`config.mk`:
```
export PLATFORM = sky130hd
export DESIGN_NAME = serv_ifetch
export DESIGN_NICKNAME = d
export VERILOG_FILES = /design/src/rtl/serv_ifetch.sv
export SDC_FILE = /design/constraint.sdc
export NUM_CORES = 1
export LEC_CHECK = 0
export ABC_AREA = 0
export ABC_CLOCK_PERIOD_IN_PS = 2000
export BUFFER_PORTS_ARGS = -buffer_cell sky130_fd_sc_hd__buf_2
export CELL_PAD_IN_SITES_DETAIL_PLACEMENT = 0
export CELL_PAD_IN_SITES_GLOBAL_PLACEMENT = 1
export CORE_MARGIN = 2
export CORE_UTILIZATION = 37
export CTS_BUF_LIST = sky130_fd_sc_hd__clkbuf_2
export DETAILED_ROUTE_END_ITERATION = 7
export GPL_ROUTABILITY_DRIVEN = 0
export PLACE_DENSITY = 0.93
export SYNTH_ARGS = -nofsm -noshare
export SYNTH_HDL_FRONTEND = slang
export SYNTH_SLANG_ARGS = --single-unit
```
`constraint.sdc`:
```
create_clock -name i_clk -period 2 [get_ports i_clk]
set_input_delay 0.1 -clock i_clk [delete_from_list [all_inputs] [get_ports i_clk]]
set_output_delay 0.1 -clock i_clk [all_outputs]
set_load 0.03 [all_outputs]
```
`src/rtl/serv_ifetch.sv`:
```
// Instruction fetch stage: issues one bus read per accepted request, holds the
// returned word for the decoder, and flags misaligned requests and bus timeouts.
module serv_ifetch #(
  parameter logic [31:0] RESET_PC = 32'h0000_0000,
  parameter int          TIMEOUT  = 0
) (
  input  logic        i_clk,
  input  logic        i_rst,
  input  logic        i_fetch_req,
  input  logic [31:0] i_pc,
  output logic        o_busy,
  output logic [31:0] o_ibus_adr,
  output logic        o_ibus_cyc,
  input  logic [31:0] i_ibus_rdt,
  input  logic        i_ibus_ack,
  output logic        o_wb_en,
  output logic [31:0] o_wb_rdt,
  output logic        o_misalign,
  output logic        o_ibus_err
);

  typedef enum logic [1:0] {IDLE, BUS, DELIVER} state_t;

  state_t state;
  state_t state_next;

  logic accept;
  logic reject;
  logic bus_ack;
  logic timeout_hit;

  assign accept  = (state == IDLE) && i_fetch_req && (i_pc[1:0] == 2'b00);
  assign reject  = (state == IDLE) && i_fetch_req && (i_pc[1:0] != 2'b00);
  assign bus_ack = (state == BUS) && i_ibus_ack;

  generate
    if (TIMEOUT > 0) begin : g_timeout
      localparam logic [15:0] TMO_LAST = 16'(TIMEOUT - 1);
      logic [15:0] tmo_cnt;

      // Counts BUS cycles without ack; restarts on every new bus cycle.
      always_ff @(posedge i_clk or posedge i_rst) begin
        if (i_rst) begin
          tmo_cnt <= 16'd0;
        end else if (accept || timeout_hit) begin
          tmo_cnt <= 16'd0;
        end else if ((state == BUS) && !i_ibus_ack) begin
          tmo_cnt <= tmo_cnt + 16'd1;
        end
      end

      // Ack in the final allowed cycle wins over the timeout.
      assign timeout_hit = (state == BUS) && !i_ibus_ack && (tmo_cnt == TMO_LAST);
    end else begin : g_no_timeout
      assign timeout_hit = 1'b0;
    end
  endgenerate

  always_ff @(posedge i_clk or posedge i_rst) begin
    if (i_rst) begin
      state <= IDLE;
    end else begin
      state <= state_next;
    end
  end

  always_comb begin
    state_next = state;
    o_busy     = 1'b1;
    o_ibus_cyc = 1'b0;
    o_wb_en    = 1'b0;
    case (state)
      IDLE: begin
        o_busy = 1'b0;
        if (accept) begin
          state_next = BUS;
        end
      end
      BUS: begin
        o_ibus_cyc = 1'b1;
        if (i_ibus_ack) begin
          state_next = DELIVER;
        end else if (timeout_hit) begin
          state_next = IDLE;
        end
      end
      DELIVER: begin
        o_wb_en    = 1'b1;
        state_next = IDLE;
      end
      default: begin
        state_next = IDLE;
      end
    endcase
  end

  always_ff @(posedge i_clk or posedge i_rst) begin
    if (i_rst) begin
      o_ibus_adr <= {RESET_PC[31:2], 2'b00};
      o_wb_rdt   <= 32'd0;
      o_misalign <= 1'b0;
      o_ibus_err <= 1'b0;
    end else begin
      o_misalign <= reject;
      o_ibus_err <= timeout_hit;
      if (accept) begin
        o_ibus_adr <= {i_pc[31:2], 2'b00};
      end
      // Only acks that answer our own bus cycle update the held word.
      if (bus_ack) begin
        o_wb_rdt <= i_ibus_rdt;
      end
    end
  end

endmodule

```
* Word-level counts from Yosys, hierarchy flattened *
Cells that the tools add are included.

cells by class
  equal/unequal tests = 4
  muxes and demuxes = 6
  reductions and logical operators = 8

operators by type and width
  cell                  number
  $logic_and A1 B1 Y1   4
  $logic_not A2 Y1      2
  $mux W2               2
  $ne A2 B2 Y1 const B  2
  $pmux W2 S2           1
  $mux W1               3
  $eq A2 B1 Y1 const B  1
  $eq A2 B2 Y1 const B  1
  $reduce_and A2 Y1     1
  $reduce_bool A2 Y1    1

storage, ports and cells
  flip-flop bits (word level) = 65
  input bits = 68
  output and inout bits = 69
  logic and storage cells = 22

* Longest topological paths before layout *
Gate-level depths: netlist (run 1).

  word-level depth = 5
  mapped depth = 4
  mapped depth without buffers = 3

* Worst setup path before layout (run 1) *
OpenSTA, ideal clock, no wires.

  kind = flip-flop to flip-flop
  start point = register state[1]
  end point = register o_wb_rdt[10]
  library setup time = 125 ps
  arrival = 1,233 ps
  required time = 1,875 ps
  setup slack = 642 ps
  cell stages (with the launch flop) = 5
  path buffers = 1
  path through = dfrtp_1 -> nor2b_4 -> nand2_4 -> buf_6 -> mux2_4

between the ends
  word-level cells in the longest chain between the ends = 2

RTL lines
  item                      line  source
  start: declaration        24    state_t state;
  start signal: assignment  63    state <= state_next;
  $eq A2 B1 Y1              34    assign bus_ack = (state == BUS) && i_ibus_ack;
  $logic_and A1 B1 Y1       34
  end signal: assignment    111   o_wb_rdt <= i_ibus_rdt;
  end: declaration          17    output logic [31:0] o_wb_rdt,

Every way passes these cells.
A chain may end at the register's enable or synchronous reset.

* Worst setup path after layout (run 1) *
  start point = register state[0]
  end point = register o_wb_rdt[30]

The elaborated chain is that of the path after synthesis.

==> results_dict.tcl, run 1 <==
set metrics [dict create \
    total_power_after_layout_mw 4.87 \
    row_count 31 \
    max_clock_freq_ghz 0.645 \
    leakage_power_figure_nw 2.31 \
    gr-usage-all-layers 0.161 \
    drt_first_iter_violations 39 \
    period_minus_slack_ns 1.55 \
    cts-root-to-sink-buffers 2 \
    tightestPinTransition_ns 0.603 \
    rr_startpoint "state[0]" \
    synthDistinctLibCells 15 \
    cts_num_sinks 65 \
    rsz0062_at_grt "false" \
    ioPinCount 137 \
    fp.dieArea_um2 8040 \
    grt_start_max_net_pins 34 \
    power.ir.vdd_worst_mv 0.682 \
    grt_first_pass_wirelength_um 9480 \
    insertedDiodeCount 0 \
    antenna_found_initial 0 \
    required_ns 2.35 \
    synth_area_per_cell_um2 18.1 \
    crit-reg2reg-capture "o_wb_rdt[30]" \
    port_buffers 133 \
    powerDensity_nw_per_um2 1150 \
    post_synth_inst_count 150 \
    clock_skew_ns 0.0195 \
    final_hold_viol_count 0 \
    path_max_fanout 33 \
    status "finished clean" \
    drt-vias-per-instance 4.18 \
    drc_errors 0 \
    initial_core_util 0.378 \
    arrival_ns 1.90 \
    global_route.overflow_total 0 \
    timing_max_transition_violations_final 0 \
    insertion_delay_ns 0.46 \
    cts_resized 0 \
    vias 1928 \
    setup_viol 0 \
    ant_nets 0 \
    first_global_vias 2052 \
    worst_setup_path_end_kind "flop" \
    cts_buffers 9 \
    ys_top_cells_by_area "dfrtp_1 (60%), mux2_4 (32%), buf_6 (2.5%)" \
    r2r_slack_ns 0.45 \
    finish.net_count 425 \
    dieHeight_um 89.7 \
    yosys_register_bits 65 \
    detailedRoute.firstPassIterationCount 3 \
    routed_wirelength_um 6330 \
    start_kind "flop" \
    max_slew_margin 0.598 \
    routed_wire_length_per_instance_um 13.7 \
    core_um2 7180 \
    setup.worst_path.class "flop to flop" \
    drive_above_1_share 0.602 \
    timing.reg2reg.worst_path_depth 3 \
    hold_path_class "input port to async pin" \
    max_cap_viols 0 \
    startpoint "state[0]" \
    die_width_um 89.7 \
    synth_seq_area_share 0.599 \
    clk_transition_reported_paths_ns 0.19 \
    clock_tree_from_tritoncts "yes" \
    detailedPlacementHpwl_um 3910 \
    synth.yosys.warnings 0 \
    cts_root_buffer "clkbuf_2" \
    fin_crit_sh 0.775 \
    setup_total_negative_slack_ns 0 \
    htreeDepth 3 \
    synth_top_cell_by_area "dfrtp_1" \
    post_syn_area_um2 2720 \
    area_delta_synth_final_pct 56.3 \
    synth_top_area_share 0.599 \
]
report_power, final:
part	total, mW	switching, mW	internal, mW
Combinational	2.10	1.19	0.905
Sequential	1.92	0.219	1.70
Clock	0.855	0.453	0.402
sequential cells by signal, summed over array words and instances, names as in the netlist:
signal and flops:
o_ibus_adr 30, state 2, o_wb_rdt 32, o_misalign 1
area by class of cell:
cell class | count | area, um^2
repair buffers | 203 | 1360
well taps | 99 | 124
flip-flops and latches | 65 | 1630
multi-input cells | 74 | 991
inverters | 4 | 15.0
fillers | 553 | 2930
clock inverters | 7 | 85.1
clock buffers | 9 | 45.0
worst max-delay path by stage:
stage	slack [ns]	end	cells after the start
floorplan	0.27	o_ibus_adr[10]	1
global placement	0.50	o_wb_rdt[30]	3
detailed placement	0.45	o_wb_rdt[30]	3
CTS	0.43	o_wb_rdt[29]	3
global route	0.35	o_wb_rdt[29]	3
finish	0.45	o_wb_rdt[30]	3
per-layer routing:
metal	wire length, um	vias up	track usage
met2	3330	88	0.285
met5	0	-	0
met4	53	0	0.0448
met3	356	8	0.0649
met1	2600	912	0.177
li1	-	920	-
worst max-delay path: stages (launching register included):
cell     delay [ns]
dfrtp_1        0.43
nor2b_4        0.15
nand2_4        0.44
mux2_2         0.41
what timing repair did:
item	4_1_cts	5_1_grt
hold buffers	66	0
endpoints found under the hold margin	89	0
buffers inserted	0	0
Yosys cell counts:
| cell | count |
|---|---|
| nor2b_1 | 1 |
| nor2_1 | 2 |
| buf_4 | 3 |
| conb_1 | 1 |
| nand2_1 | 1 |
| o21ai_0 | 1 |
| inv_1 | 4 |
| nand3_2 | 1 |
| buf_6 | 6 |
| nor2b_4 | 1 |
| mux2_2 | 4 |
| nand2_4 | 1 |
| mux2_4 | 58 |
| nor2_2 | 1 |
| dfrtp_1 | 65 |
logic make-up after synthesis:
kind of cell / Yosys count / synth area share
simple gates: 8 / 0.0217
compound gates: 1 / 0.00184
other cells: 1 / 0.00138
mux: 62 / 0.337
buf+inv: 13 / 0.0387
flops: 65 / 0.599
per-stage QoR:
| step | hold WS, ns | std cells | util | instance area [um^2] | setup WS [ns] |
|---|---|---|---|---|---|
| 2_1_floorplan | 0.207 | 152 | - | 2720 | 0.274 |
| 3_3_place_gp | 0.116 | 379 | 0.481 | 3450 | 0.503 |
| 3_5_place_dp | 0.128 | 379 | 0.481 | 3450 | 0.449 |
| 4_1_cts | 0.0904 | 461 | 0.591 | 4240 | 0.429 |
| 5_1_grt | 0.102 | 461 | 0.591 | 4240 | 0.352 |
| 6_report | 0.173 | 461 | 0.591 | 4240 | 0.449 |
placed cells by master (no fill, tap or decap):
cell type / n
mux2_2: 4
clkbuf_2: 9
mux2_4: 58
nand2_1: 1
nor2b_4: 1
nor2_1: 2
clkinv_2: 2
inv_1: 3
inv_2: 1
buf_4: 4
buf_2: 133
nand2_4: 1
nand3_2: 1
nor2b_1: 1
clkinv_1: 2
clkinvlp_4: 1
dfrtp_1: 65
o21ai_0: 1
dlygate4sd3_1: 66
conb_1: 3
nor2_2: 1
bufinv_16: 2
Note: power is estimated with default switching activity, not from simulation.
==> run 2: changes to the inputs <==
Settings changed: ABC_CLOCK_PERIOD_IN_PS 2000 to 1500.
Clock period 2 ns to 1.5 ns, I/O delays scaled along.
==> results_dict.tcl, run 2 (synthesized netlist as in run 1, its figures left out) <==
set metrics [dict create \
    cts_num_sinks 65 \
    total_power_after_layout_mw 6.56 \
    dieHeight_um 89.7 \
    arrival_ns 1.82 \
    gr-usage-all-layers 0.169 \
    timing_max_transition_violations_final 0 \
    max_cap_viols 0 \
    vias 1959 \
    fp.dieArea_um2 8040 \
    worst_setup_path_end_kind "flop" \
    critical_path.n_buffers_inverters 1 \
    global_route.overflow_total 0 \
    biggestRegsByFlops "o_wb_rdt x32, o_ibus_adr x30, state x2" \
    die_width_um 89.7 \
    metal3_wl_um 463 \
    routed_wirelength_um 6780 \
    final_hold_viol_count 0 \
    grt_start_max_net_pins 66 \
    timing.reg2reg.worst_path_depth 4 \
    detailedPlacementHpwl_um 3880 \
    routed_wire_length_per_instance_um 14.6 \
    cts_buffers 9 \
    antenna_found_initial 0 \
    crit_family "buffers and inverters" \
    leakage_power_figure_nw 2.33 \
    largest_register "o_wb_rdt" \
    area_delta_synth_final_pct 58.8 \
    clk_transition_reported_paths_ns 0.19 \
    hold_path_class "input port to async pin" \
    fin_crit_sh 0.942 \
    required_ns 1.91 \
    top_signal_layer_used "met4" \
    clock_tree_from_tritoncts "yes" \
    ant_nets 0 \
    final_core_utilization 0.601 \
    rr_startpoint "state[1]" \
    drc_errors 0 \
    power.ir.vdd_worst_mv 0.718 \
    fill_cells 564 \
    start_kind "flop" \
    cts_root_buffer "clkbuf_2" \
    mostFrequentLayoutCells "buf_2 (132), dlygate4sd3_1 (67), dfrtp_1 (65)" \
    initial_core_util 0.378 \
    port_buffers 133 \
    insertion_delay_ns 0.48 \
    final_hold_slack_ns 0.195 \
    timing.critical_path.cells "nor2_4, nand3_2, o21ai_1, dlygate4sd3_1" \
    powerDensity_nw_per_um2 1520 \
    placement.cell_area_um2 3500 \
    first_global_vias 2100 \
    core_um2 7180 \
    r2r_slack_ns 0.09 \
    setup_viol 0 \
    clock_skew_ns 0.0261 \
    cpPeakStageDelay_ns 0.55 \
    row_count 31 \
    layout.cell_area.non_filler_um2 4310 \
    wl_met1_um 2740 \
    rsz0062_at_grt "false" \
    grt_first_pass_wirelength_um 10000 \
    largest_register_ffs 32 \
    detailedRoute.firstPassIterationCount 3 \
    period_minus_slack_ns 1.41 \
    status "finished clean" \
    drt-vias-per-instance 4.23 \
    crit-reg2reg-capture "state[0]" \
    drt_first_iter_violations 45 \
    cts-root-to-sink-buffers 2 \
    drive_above_1_share 0.602 \
    setup_total_negative_slack_ns 0 \
    final_common_cell "buf_2" \
    met2_wl_post_dr_um 3490 \
    ioPinCount 137 \
    path_max_fanout 3 \
    worst_path_max_delay_cell "dlygate4sd3_1" \
    setup.worst_path.class "flop to flop" \
    max_clock_freq_ghz 0.708 \
    insertedDiodeCount 0 \
    htreeDepth 3 \
    finish.net_count 427 \
    number_of_post_cts_setup_repair_buffers 0 \
]
==> run 2: metal layers <==
metal  GRT usage  vias up
li1            -      926
met4      0.0733        0
met3      0.0484        9
met2       0.296       86
met5           0        -
met1       0.191      938
==> run 2: repair_timing <==
| action | in CTS | in global routing |
|---|---|---|
| setup endpoints to repair | 0 | 2 |
| endpoints found under the hold margin | 130 | 0 |
| hold buffers | 67 | 0 |
| gates resized for setup | 0 | 4 |
==> run 2: tightest hold or removal path, cell delays in order <==
cell	delay, ns
dlygate4sd3_1	0.53
buf_2	0.13
clkinvlp_4	0.07
buf_12	0.29
==> run 2: layout make-up <==
cell class                 instances  area [um^2]  share of cell area
inverter                           4         18.8             0.00435
tap                               99          124              0.0287
sequential                        65         1630               0.377
timing repair buffer             205         1410               0.328
multi-input combinational         74          996               0.231
clock buffer                      10         50.0              0.0116
clock inverter                     6         82.6              0.0192
==> run 2: how the worst max path moves through the flow <==
stage                   from            end  depth (start not counted)
finish              state[1]       state[0]                          4
floorplan           state[1]   o_wb_rdt[10]                          4
global route        state[0]       state[0]                          4
CTS                 state[1]     o_ibus_cyc                          2
global placement    state[0]   o_wb_rdt[25]                          4
detailed placement  state[1]  o_ibus_adr[2]                          4
==> run 2: report_power, final <==
part / total [mW] / switching (mW) / internal, mW
clock network: 1.17 / 0.617 / 0.548
logic: 2.82 / 1.60 / 1.22
registers: 2.57 / 0.304 / 2.27
total: 6.56 / 2.52 / 4.04
==> run 2: through the flow <==
step           instances  setup WS (ns)
6_report             463         0.0867
5_1_grt              463        0.00367
4_1_cts              463         0.0646
3_5_place_dp         380          0.135
3_3_place_gp         380          0.163
2_1_floorplan        152          0.142
